**config.mk**
```make
export PLATFORM = sky130hd
export DESIGN_NAME = accumulator_bank
export DESIGN_NICKNAME = d
export VERILOG_FILES = /design/src/rtl/accumulator_bank_pkg.sv /design/src/rtl/accumulator_bank_ram.sv /design/src/rtl/accumulator_bank.sv
export SDC_FILE = /design/constraint.sdc
export NUM_CORES = 2
export LEC_CHECK = 0
export CAP_MARGIN = 20
export CORE_ASPECT_RATIO = 1.75
export CORE_MARGIN = 2
export CORE_UTILIZATION = 30
export DETAILED_ROUTE_END_ITERATION = 16
export PLACE_DENSITY = 0.56
export SYNTH_ARGS = -nofsm -noshare
export SYNTH_HDL_FRONTEND = slang
export SYNTH_SLANG_ARGS = --single-unit
```
**constraint.sdc**
```tcl
create_clock -name clk -period 3.8 [get_ports clk]
set_input_delay 1.14 -clock clk [delete_from_list [all_inputs] [get_ports clk]]
set_output_delay 1.14 -clock clk [all_outputs]
set_load 0.1 [all_outputs]
```
**src/rtl/accumulator_bank_pkg.sv**
```systemverilog
// Shared accelerator definitions: drain FSM states, saturation limits and the
// row-to-entry mapping used by both the crossbar and the accumulator bank.
package accumulator_bank_pkg;

   typedef enum logic [1:0] {
      ST_IDLE  = 2'd0,
      ST_FLUSH = 2'd1,
      ST_DRAIN = 2'd2,
      ST_DONE  = 2'd3
   } acc_state_e;

   // Largest signed value representable in 'width' bits (0x7F for 8 bits).
   function automatic logic [63:0] sat_max_of(input int unsigned width);
      return (64'd1 << (width - 1)) - 64'd1;
   endfunction

   // Bit pattern of the most negative value in 'width' bits (0x80 for 8 bits).
   function automatic logic [63:0] sat_min_of(input int unsigned width);
      return 64'd1 << (width - 1);
   endfunction

   // Entry addressed by a crossbar row in the given operating mode.
   function automatic int unsigned entry_from_row(input int unsigned row, input logic [1:0] bw);
      return row >> bw;
   endfunction

endpackage

```
**src/rtl/accumulator_bank_ram.sv**
```systemverilog
// Accumulator storage: one registered read port, one write port, and every
// entry cleared by the asynchronous reset. Read-during-write to the same
// address returns the old contents; the caller forwards around that.
module accumulator_bank_ram #(
   parameter int DEPTH      = 256,
   parameter int DATA_WIDTH = 8,
   parameter int ADDR_WIDTH = $clog2(DEPTH)
) (
   input  logic                  clk,
   input  logic                  reset_n,
   input  logic                  rd_en,
   input  logic [ADDR_WIDTH-1:0] rd_addr,
   output logic [DATA_WIDTH-1:0] rd_data,
   input  logic                  wr_en,
   input  logic [ADDR_WIDTH-1:0] wr_addr,
   input  logic [DATA_WIDTH-1:0] wr_data
);

   logic [DATA_WIDTH-1:0] mem_rd [DEPTH];
   logic [DATA_WIDTH-1:0] rd_data_q;
   logic [DATA_WIDTH-1:0] rd_data_d;

   genvar gi;
   generate
      for (gi = 0; gi < DEPTH; gi = gi + 1) begin : g_entry
         logic [DATA_WIDTH-1:0] entry_q;
         logic [DATA_WIDTH-1:0] entry_d;

         // Load the entry only when the write port targets it.
         always_comb begin
            entry_d = entry_q;
            if (wr_en && (wr_addr == ADDR_WIDTH'(gi))) begin
               entry_d = wr_data;
            end
         end

         // Entry register, zeroed by reset.
         always_ff @(posedge clk or negedge reset_n) begin
            if (!reset_n) begin
               entry_q <= '0;
            end else begin
               entry_q <= entry_d;
            end
         end

         assign mem_rd[gi] = entry_q;
      end
   endgenerate

   // Read data register updates only on a read, so it holds between reads.
   always_comb begin
      rd_data_d = rd_data_q;
      if (rd_en) begin
         rd_data_d = mem_rd[rd_addr];
      end
   end

   // Registered read port.
   always_ff @(posedge clk or negedge reset_n) begin
      if (!reset_n) begin
         rd_data_q <= '0;
      end else begin
         rd_data_q <= rd_data_d;
      end
   end

   assign rd_data = rd_data_q;

endmodule

```
**src/rtl/accumulator_bank.sv**
```systemverilog
// Accumulator bank: saturating read-modify-write accumulation of crossbar
// products into per-entry storage, plus a flush/drain sequencer that streams
// the tile out with valid/ready and clears each entry as it is consumed.
module accumulator_bank
   import accumulator_bank_pkg::*;
#(
   parameter int TILE_SIZE   = 256,
   parameter int DATA_WIDTH  = 8,
   parameter int ENTRY_WIDTH = $clog2(TILE_SIZE)
) (
   input  logic                   clk,
   input  logic                   reset_n,
   input  logic [1:0]             bitwidth,
   input  logic [ENTRY_WIDTH-1:0] buffer_row_write,
   input  logic [DATA_WIDTH-1:0]  buffer_data_write,
   input  logic                   buffer_write_enable,
   input  logic                   drain_start,
   output logic                   drain_valid,
   input  logic                   drain_ready,
   output logic [ENTRY_WIDTH-1:0] drain_entry,
   output logic [DATA_WIDTH-1:0]  drain_data,
   output logic                   drain_last,
   output logic                   busy,
   output logic                   sat_error,
   output logic                   drop_error,
   input  logic                   clear_errors
);

   localparam logic [DATA_WIDTH-1:0] SAT_MAX = DATA_WIDTH'(sat_max_of(DATA_WIDTH));
   localparam logic [DATA_WIDTH-1:0] SAT_MIN = DATA_WIDTH'(sat_min_of(DATA_WIDTH));

   // Sequencer state
   acc_state_e             state_q, state_d;
   logic [1:0]             bw_q, bw_d;
   logic                   flush_cnt_q, flush_cnt_d;
   logic [ENTRY_WIDTH-1:0] drain_idx_q, drain_idx_d;
   logic                   drain_valid_q, drain_valid_d;

   // Stage 1 of the accumulate pipeline
   logic                   s1_valid_q, s1_valid_d;
   logic [ENTRY_WIDTH-1:0] s1_entry_q, s1_entry_d;
   logic [DATA_WIDTH-1:0]  s1_data_q, s1_data_d;

   // Forwarded write-back value captured alongside each storage read
   logic                   fwd_hit_q, fwd_hit_d;
   logic [DATA_WIDTH-1:0]  fwd_val_q, fwd_val_d;

   // Sticky error flags
   logic                   sat_error_q, sat_error_d;
   logic                   drop_error_q, drop_error_d;

   // Combinational helpers
   logic [31:0]            row_entry;
   logic [31:0]            entry_limit;
   logic                   write_open;
   logic                   wr_accept;
   logic                   wr_drop;
   logic [DATA_WIDTH-1:0]  old_val;
   logic [DATA_WIDTH:0]    sum_ext;
   logic                   sum_ovf;
   logic [DATA_WIDTH-1:0]  wb_val;
   logic                   sat_event;
   logic [31:0]            drain_count;
   logic                   drain_is_last;
   logic                   drain_fetch;
   logic [ENTRY_WIDTH-1:0] fetch_addr;
   logic                   beat_clear;

   // Storage ports
   logic                   ram_rd_en;
   logic [ENTRY_WIDTH-1:0] ram_rd_addr;
   logic [DATA_WIDTH-1:0]  ram_rd_data;
   logic                   ram_wr_en;
   logic [ENTRY_WIDTH-1:0] ram_wr_addr;
   logic [DATA_WIDTH-1:0]  ram_wr_data;

   accumulator_bank_ram #(
      .DEPTH      (TILE_SIZE),
      .DATA_WIDTH (DATA_WIDTH),
      .ADDR_WIDTH (ENTRY_WIDTH)
   ) u_ram (
      .clk     (clk),
      .reset_n (reset_n),
      .rd_en   (ram_rd_en),
      .rd_addr (ram_rd_addr),
      .rd_data (ram_rd_data),
      .wr_en   (ram_wr_en),
      .wr_addr (ram_wr_addr),
      .wr_data (ram_wr_data)
   );

   // Map the incoming row to an entry and decide whether the write is taken.
   always_comb begin
      row_entry   = entry_from_row(32'(buffer_row_write), bitwidth);
      entry_limit = 32'(TILE_SIZE) >> bitwidth;
      write_open  = (state_q == ST_IDLE) || (state_q == ST_FLUSH);
      wr_accept   = buffer_write_enable && write_open && (row_entry < entry_limit);
      wr_drop     = buffer_write_enable && !wr_accept;
   end

   // Stage 2: signed add of the stored (or forwarded) value, clamped to range.
   always_comb begin
      old_val = fwd_hit_q ? fwd_val_q : ram_rd_data;
      sum_ext = {old_val[DATA_WIDTH-1], old_val} + {s1_data_q[DATA_WIDTH-1], s1_data_q};
      sum_ovf = sum_ext[DATA_WIDTH] ^ sum_ext[DATA_WIDTH-1];
      if (!sum_ovf) begin
         wb_val = sum_ext[DATA_WIDTH-1:0];
      end else if (sum_ext[DATA_WIDTH]) begin
         wb_val = SAT_MIN;
      end else begin
         wb_val = SAT_MAX;
      end
      sat_event = s1_valid_q && sum_ovf;
   end

   // Last entry of the current drain, from the mode latched at drain_start.
   always_comb begin
      drain_count   = 32'(TILE_SIZE) >> bw_q;
      drain_is_last = (32'(drain_idx_q) == (drain_count - 32'd1));
   end

   // Sequencer next state: flush the pipeline, then fetch/present/clear entries.
   always_comb begin
      state_d       = state_q;
      bw_d          = bw_q;
      flush_cnt_d   = flush_cnt_q;
      drain_idx_d   = drain_idx_q;
      drain_valid_d = drain_valid_q;
      drain_fetch   = 1'b0;
      fetch_addr    = drain_idx_q;
      beat_clear    = 1'b0;
      case (state_q)
         ST_IDLE: begin
            if (drain_start) begin
               state_d     = ST_FLUSH;
               bw_d        = bitwidth;
               flush_cnt_d = 1'b0;
               drain_idx_d = '0;
            end
         end
         ST_FLUSH: begin
            if (flush_cnt_q) begin
               state_d = ST_DRAIN;
            end else begin
               flush_cnt_d = 1'b1;
            end
         end
         ST_DRAIN: begin
            if (!drain_valid_q) begin
               // First cycle in DRAIN: the final flush write may still be in
               // stage 1, so the fetch of entry 0 goes through the forward path.
               drain_fetch   = 1'b1;
               drain_valid_d = 1'b1;
            end else if (drain_ready) begin
               beat_clear = 1'b1;
               if (drain_is_last) begin
                  drain_valid_d = 1'b0;
                  state_d       = ST_DONE;
               end else begin
                  drain_idx_d = drain_idx_q + ENTRY_WIDTH'(1);
                  drain_fetch = 1'b1;
                  fetch_addr  = drain_idx_q + ENTRY_WIDTH'(1);
               end
            end
         end
         ST_DONE: begin
            state_d = ST_IDLE;
         end
         default: begin
            state_d = ST_IDLE;
         end
      endcase
   end

   // Storage port steering, stage 1 load and forward capture.
   always_comb begin
      ram_rd_en   = wr_accept || drain_fetch;
      ram_rd_addr = drain_fetch ? fetch_addr : ENTRY_WIDTH'(row_entry);
      ram_wr_en   = s1_valid_q || beat_clear;
      ram_wr_addr = s1_valid_q ? s1_entry_q : drain_idx_q;
      ram_wr_data = s1_valid_q ? wb_val : '0;

      s1_valid_d  = wr_accept;
      s1_entry_d  = ENTRY_WIDTH'(row_entry);
      s1_data_d   = buffer_data_write;

      // A read racing the stage-2 write of the same entry takes the new value.
      fwd_hit_d   = fwd_hit_q;
      fwd_val_d   = fwd_val_q;
      if (ram_rd_en) begin
         fwd_hit_d = s1_valid_q && (s1_entry_q == ram_rd_addr);
         fwd_val_d = wb_val;
      end
   end

   // Sticky error flags; a new error wins over a simultaneous clear.
   always_comb begin
      sat_error_d  = clear_errors ? 1'b0 : sat_error_q;
      drop_error_d = clear_errors ? 1'b0 : drop_error_q;
      if (sat_event) begin
         sat_error_d = 1'b1;
      end
      if (wr_drop) begin
         drop_error_d = 1'b1;
      end
   end

   // State registers.
   always_ff @(posedge clk or negedge reset_n) begin
      if (!reset_n) begin
         state_q       <= ST_IDLE;
         bw_q          <= '0;
         flush_cnt_q   <= 1'b0;
         drain_idx_q   <= '0;
         drain_valid_q <= 1'b0;
         s1_valid_q    <= 1'b0;
         s1_entry_q    <= '0;
         s1_data_q     <= '0;
         fwd_hit_q     <= 1'b0;
         fwd_val_q     <= '0;
         sat_error_q   <= 1'b0;
         drop_error_q  <= 1'b0;
      end else begin
         state_q       <= state_d;
         bw_q          <= bw_d;
         flush_cnt_q   <= flush_cnt_d;
         drain_idx_q   <= drain_idx_d;
         drain_valid_q <= drain_valid_d;
         s1_valid_q    <= s1_valid_d;
         s1_entry_q    <= s1_entry_d;
         s1_data_q     <= s1_data_d;
         fwd_hit_q     <= fwd_hit_d;
         fwd_val_q     <= fwd_val_d;
         sat_error_q   <= sat_error_d;
         drop_error_q  <= drop_error_d;
      end
   end

   assign drain_valid = drain_valid_q;
   assign drain_entry = drain_idx_q;
   assign drain_data  = old_val;
   assign drain_last  = drain_valid_q && drain_is_last;
   assign busy        = (state_q != ST_IDLE);
   assign sat_error   = sat_error_q;
   assign drop_error  = drop_error_q;

endmodule

```
==> results.toml <==
[outcome]
run_status = "finished, violations left"
failed_checks = "setup timing"

[floorplan]
chipWidth_um = 430
effective_utilization_at_floorplan_pct = 30.1
area_of_the_die_sq_um = 323000
top_level_ports = 45
floorplan.rows = 274
die_y_um = 750
core_area_sq_um = 317000

[global_route]
grt-ovfl-total = 0
pin_count_of_the_biggest_net_entering_global_routing = 141
first_global_vias = 80100
grt_util_all_layers_pct = 22.8
wire_length_of_the_first_global_routing_pass_um = 551000
initial_antenna_violation_count = 16

[finish]
post_route_cells_drive_above_1_share_pct = 18.6
syn_to_final_growth_pct = 24.4
final_cell_count_no_fill = 15400
num-nets-final = 11200
layout.cell_area.non_filler_sq_um = 119000
final_cell_mix = "sky130_fd_sc_hd__nand2_1 (3342), sky130_fd_sc_hd__dfrtp_1 (2088), sky130_fd_sc_hd__o21ai_0 (1890)"
final_common_cell = "sky130_fd_sc_hd__nand2_1"

[clocking]
clkSlewWorstSetupHoldPaths_ns = 0.07
worst_skew_pair.late_latency_ns = 0.92
tritoncts_num_sinks = 2098
clockBufferDepth = 4
tritoncts = "yes"
htree_num_levels = 4
cts_inserted_buffers = 192
cts_root_buffer_type = "sky130_fd_sc_hd__clkbuf_16"

[logic_synthesis]
distinct_cells_synth = 93
register_area_share_after_synthesis_pct = 55.0
postSynthNetCount = 10500
asyncSetResetFlopFracSynth_pct = 100
postSynthAreaPerCell_sq_um = 9.09
ys_warn_count = 0
synth-main-ff-cell = "sky130_fd_sc_hd__dfrtp_1"
synthesis.instances = 10500
yosys-top-cells-area = "sky130_fd_sc_hd__dfrtp_1 (55%), sky130_fd_sc_hd__nand2_1 (13%), sky130_fd_sc_hd__o21ai_0 (10%)"
synth.top_cell.area_share_pct = 55.0
ys_ff_latch = 2098
synthDominantAreaCellType = "sky130_fd_sc_hd__dfrtp_1"
synthesized_area_sq_um = 95500
number_of_flops_mapped_to_enable_cells_by_yosys = 0

[critical_path]
end_kind = "flop"
setup.worst_path.class = "flop to flop"
cp.buffers_inverters = 6
crit_path_start_kind = "flop"
timing.critical_path.slowest_stage_cell = "sky130_fd_sc_hd__dfrtp_1"
critPathRequiredTime_ns = 4.61
max_stage_delay_ns = 0.40
critPathTopFamily = "buffers and inverters"
worst-r2r-setup-slack_ns = -0.40
worst_path_most_repeated_cell = "sky130_fd_sc_hd__buf_12"
worstPathCellList = "nand2b_4 -> ha_4 -> xor2_4 -> nand4_1 -> o21a_4 -> buf_12 -> o21ai_4 -> buf_12 -> buf_12 -> buf_12 -> buf_16 -> mux2i_2 -> o22ai_1 -> nor3_2 -> a2111oi_4 -> buf_4 -> or3_1 -> o32a_1"
worst-endpoint-arrival_ns = 5.01
cp_max_fo = 23

[timing]
timing.slew.headroom_pct = 38.7
final-max-slew-violation-count = 0
worst_slew_pin_tran_ns = 0.920
setup_viol = 9
layout_worst_path_cycle_share_pct = 110
setup_tns_ns = -3.07
finalWorstPathRequiredPeriod_ns = 4.20
worst_hold_slack_ns = 0.347
clock.fmax_mhz = 238
grt_setup_unrepaired = "true"
count_of_endpoints_failing_hold_in_the_final_timing_report = 0
post-route-worst-setup-slack_ns = -0.399
timing.clock.skew_ns = 0.0923

[power]
vdd.ir_drop.worst_v = 0.000469
pwr_density_cell_nw_per_um2 = 498
static-leakage-power_nw = 51.0

[detailed_routing]
drt-vias-per-instance = 5.24
detailroute.via_count = 80800
drt-pass1-iter-count = 6
drt_iter0_markers = 6523
antenna_violating_nets_post_route = 0
postRouteWirelength_um = 378000
post_drt_wl_per_cell_um = 24.5
drt_drc_violations_left = 0

[placement]
gp_congestion = 0.949
port-buffer-count = 44
dp_hpwl_um = 264000
dpl_cell_area_sq_um = 109000
placed_cells_incl_taps = 15000
placement.setup.worst_slack_ns = -1.92

[run]
timing.max_cap.violations = 0

[min_path]
min-delay-path-class = "input port to async pin"
logic make-up after synthesis:
logic type / count (synthesis) / synth area share [%]
buffers and inverters: 898 / 4.23
XOR/XNOR: 16 / 0.147
AND/OR/NAND/NOR: 4165 / 17.8
adder cells (fa/ha/maj): 16 / 0.218
AO/OA/AOI/OAI: 2741 / 16.3
flip-flops: 2098 / 55.0
multiplexers: 562 / 6.34
Yosys cell counts, types with 7 or more instances:
library cell                   n
sky130_fd_sc_hd__nand4_1      12
sky130_fd_sc_hd__mux2_1        8
sky130_fd_sc_hd__nor4_1       30
sky130_fd_sc_hd__buf_6        28
sky130_fd_sc_hd__a31oi_1     130
sky130_fd_sc_hd__nor2b_1      13
sky130_fd_sc_hd__o41ai_1       9
sky130_fd_sc_hd__ha_1         15
sky130_fd_sc_hd__xnor2_1      11
sky130_fd_sc_hd__a211oi_1     81
sky130_fd_sc_hd__nand2b_1     18
sky130_fd_sc_hd__a32o_1        7
sky130_fd_sc_hd__a2111oi_0    25
sky130_fd_sc_hd__inv_1        33
sky130_fd_sc_hd__a21oi_1     180
sky130_fd_sc_hd__o32a_1        9
sky130_fd_sc_hd__o21ai_0    1926
sky130_fd_sc_hd__a221oi_1     21
sky130_fd_sc_hd__and2_1       17
sky130_fd_sc_hd__o22ai_1      84
sky130_fd_sc_hd__and3_1      165
sky130_fd_sc_hd__mux2i_1     328
sky130_fd_sc_hd__mux4_2       11
sky130_fd_sc_hd__buf_2       209
sky130_fd_sc_hd__mux2_2      213
sky130_fd_sc_hd__nor3_1       68
sky130_fd_sc_hd__a21o_1        8
sky130_fd_sc_hd__dfrtp_1    2098
sky130_fd_sc_hd__a311o_1      21
sky130_fd_sc_hd__nor2_1       91
sky130_fd_sc_hd__a32oi_1      14
sky130_fd_sc_hd__or3_1         9
sky130_fd_sc_hd__clkbuf_1    562
sky130_fd_sc_hd__o221ai_1     81
sky130_fd_sc_hd__nand3_1     351
sky130_fd_sc_hd__a311oi_1     41
sky130_fd_sc_hd__o211ai_1     10
sky130_fd_sc_hd__or4_1         9
sky130_fd_sc_hd__a22oi_1      16
sky130_fd_sc_hd__nand2_1    3353
sky130_fd_sc_hd__buf_1        14
sky130_fd_sc_hd__o211a_1       7
sky130_fd_sc_hd__buf_4        52
routing by layer:
| metal | share of wire [%] | global-route usage (%) | wire length (um) | vias to the layer above |
|---|---|---|---|---|
| met1 | 36 | 25.2 | 137000 | 39900 |
| met2 | 49 | 39.5 | 187000 | 2653 |
| li1 | - | - | - | 37200 |
| met4 | 9.3 | 18.1 | 35200 | 4 |
| met3 | 5.1 | 2.79 | 19200 | 1029 |
| met5 | 0.0071 | 0 | 27 | - |
registers in the layout, summed over array words and instances, names as in the netlist:
| name | flops |
|---|---|
| u_ram.g_entry.entry_q | 2048 |
| drain_entry | 8 |
| fwd_val_q | 8 |
| s1_data_q | 8 |
| s1_entry_q | 8 |
| u_ram.rd_data | 8 |
| bw_q | 2 |
| state_q | 2 |
| drain_valid | 1 |
| drop_error | 1 |
| flush_cnt_q | 1 |
| fwd_hit_q | 1 |
| s1_valid_q | 1 |
| sat_error | 1 |
metrics by stage:
| stage | power [mW] | util [%] |
|---|---|---|
| 3_3_place_gp | 37.0 | 34.4 |
| 5_1_grt | 60.5 | 37.4 |
| 4_1_cts | 58.7 | 37.1 |
| 2_1_floorplan | 28.8 | - |
| 6_report | 59.1 | 37.4 |
| 3_5_place_dp | 37.0 | 34.4 |
what timing repair did:
item,4_1_cts,5_1_grt
hold buffers,0,0
gates cloned,11,13
resized for setup,252,136
hold endpoints to repair,0,0
setup buffers,31,29
setup endpoints to repair,683,1527
pin swaps,29,50
where the power goes:
group | total [mW] | switching [mW] | internal, mW
Clock | 20.9 | 9.26 | 11.6
Combinational | 15.6 | 10.0 | 5.57
Sequential | 22.6 | 0.171 | 22.5
layout make-up:
type,count,area (sq um)
inverter,33,128
clock inverter,75,957
sequential,2098,52500
antenna,8,20.0
fill,32100,199000
tap,4140,5180
multi-input combinational,7500,40800
timing repair buffer,1288,13600
clock buffer,273,5590
final timing paths:
path / start / end / depth (start not counted)
setup / recovery: bw_q[0] / u_ram.rd_data[4] / 18
hold / removal: reset_n / u_ram.g_entry[219].entry_q[2] / 2
setup reg to reg: bw_q[0] / u_ram.rd_data[4] / 18
hold reg to reg: fwd_val_q[2] / fwd_val_q[2] / 2
max in group asynchronous: reset_n / u_ram.g_entry[255].entry_q[2] / 4
min in group clk: fwd_val_q[2] / fwd_val_q[2] / 2
worst reg2reg max path: cells and delay by family (launching register included):
family                     cells  cell delay (ns)
buffers and inverters          6             1.02
AOI/OAI and AO/OA              5             0.97
and+or+nand+nor                4             0.94
DFF                            1             0.40
muxes                          1             0.31
adders and majority gates      1             0.29
xor gates and xnor gates       1             0.19
No activity file was read; power rests on OpenSTA's default activity.
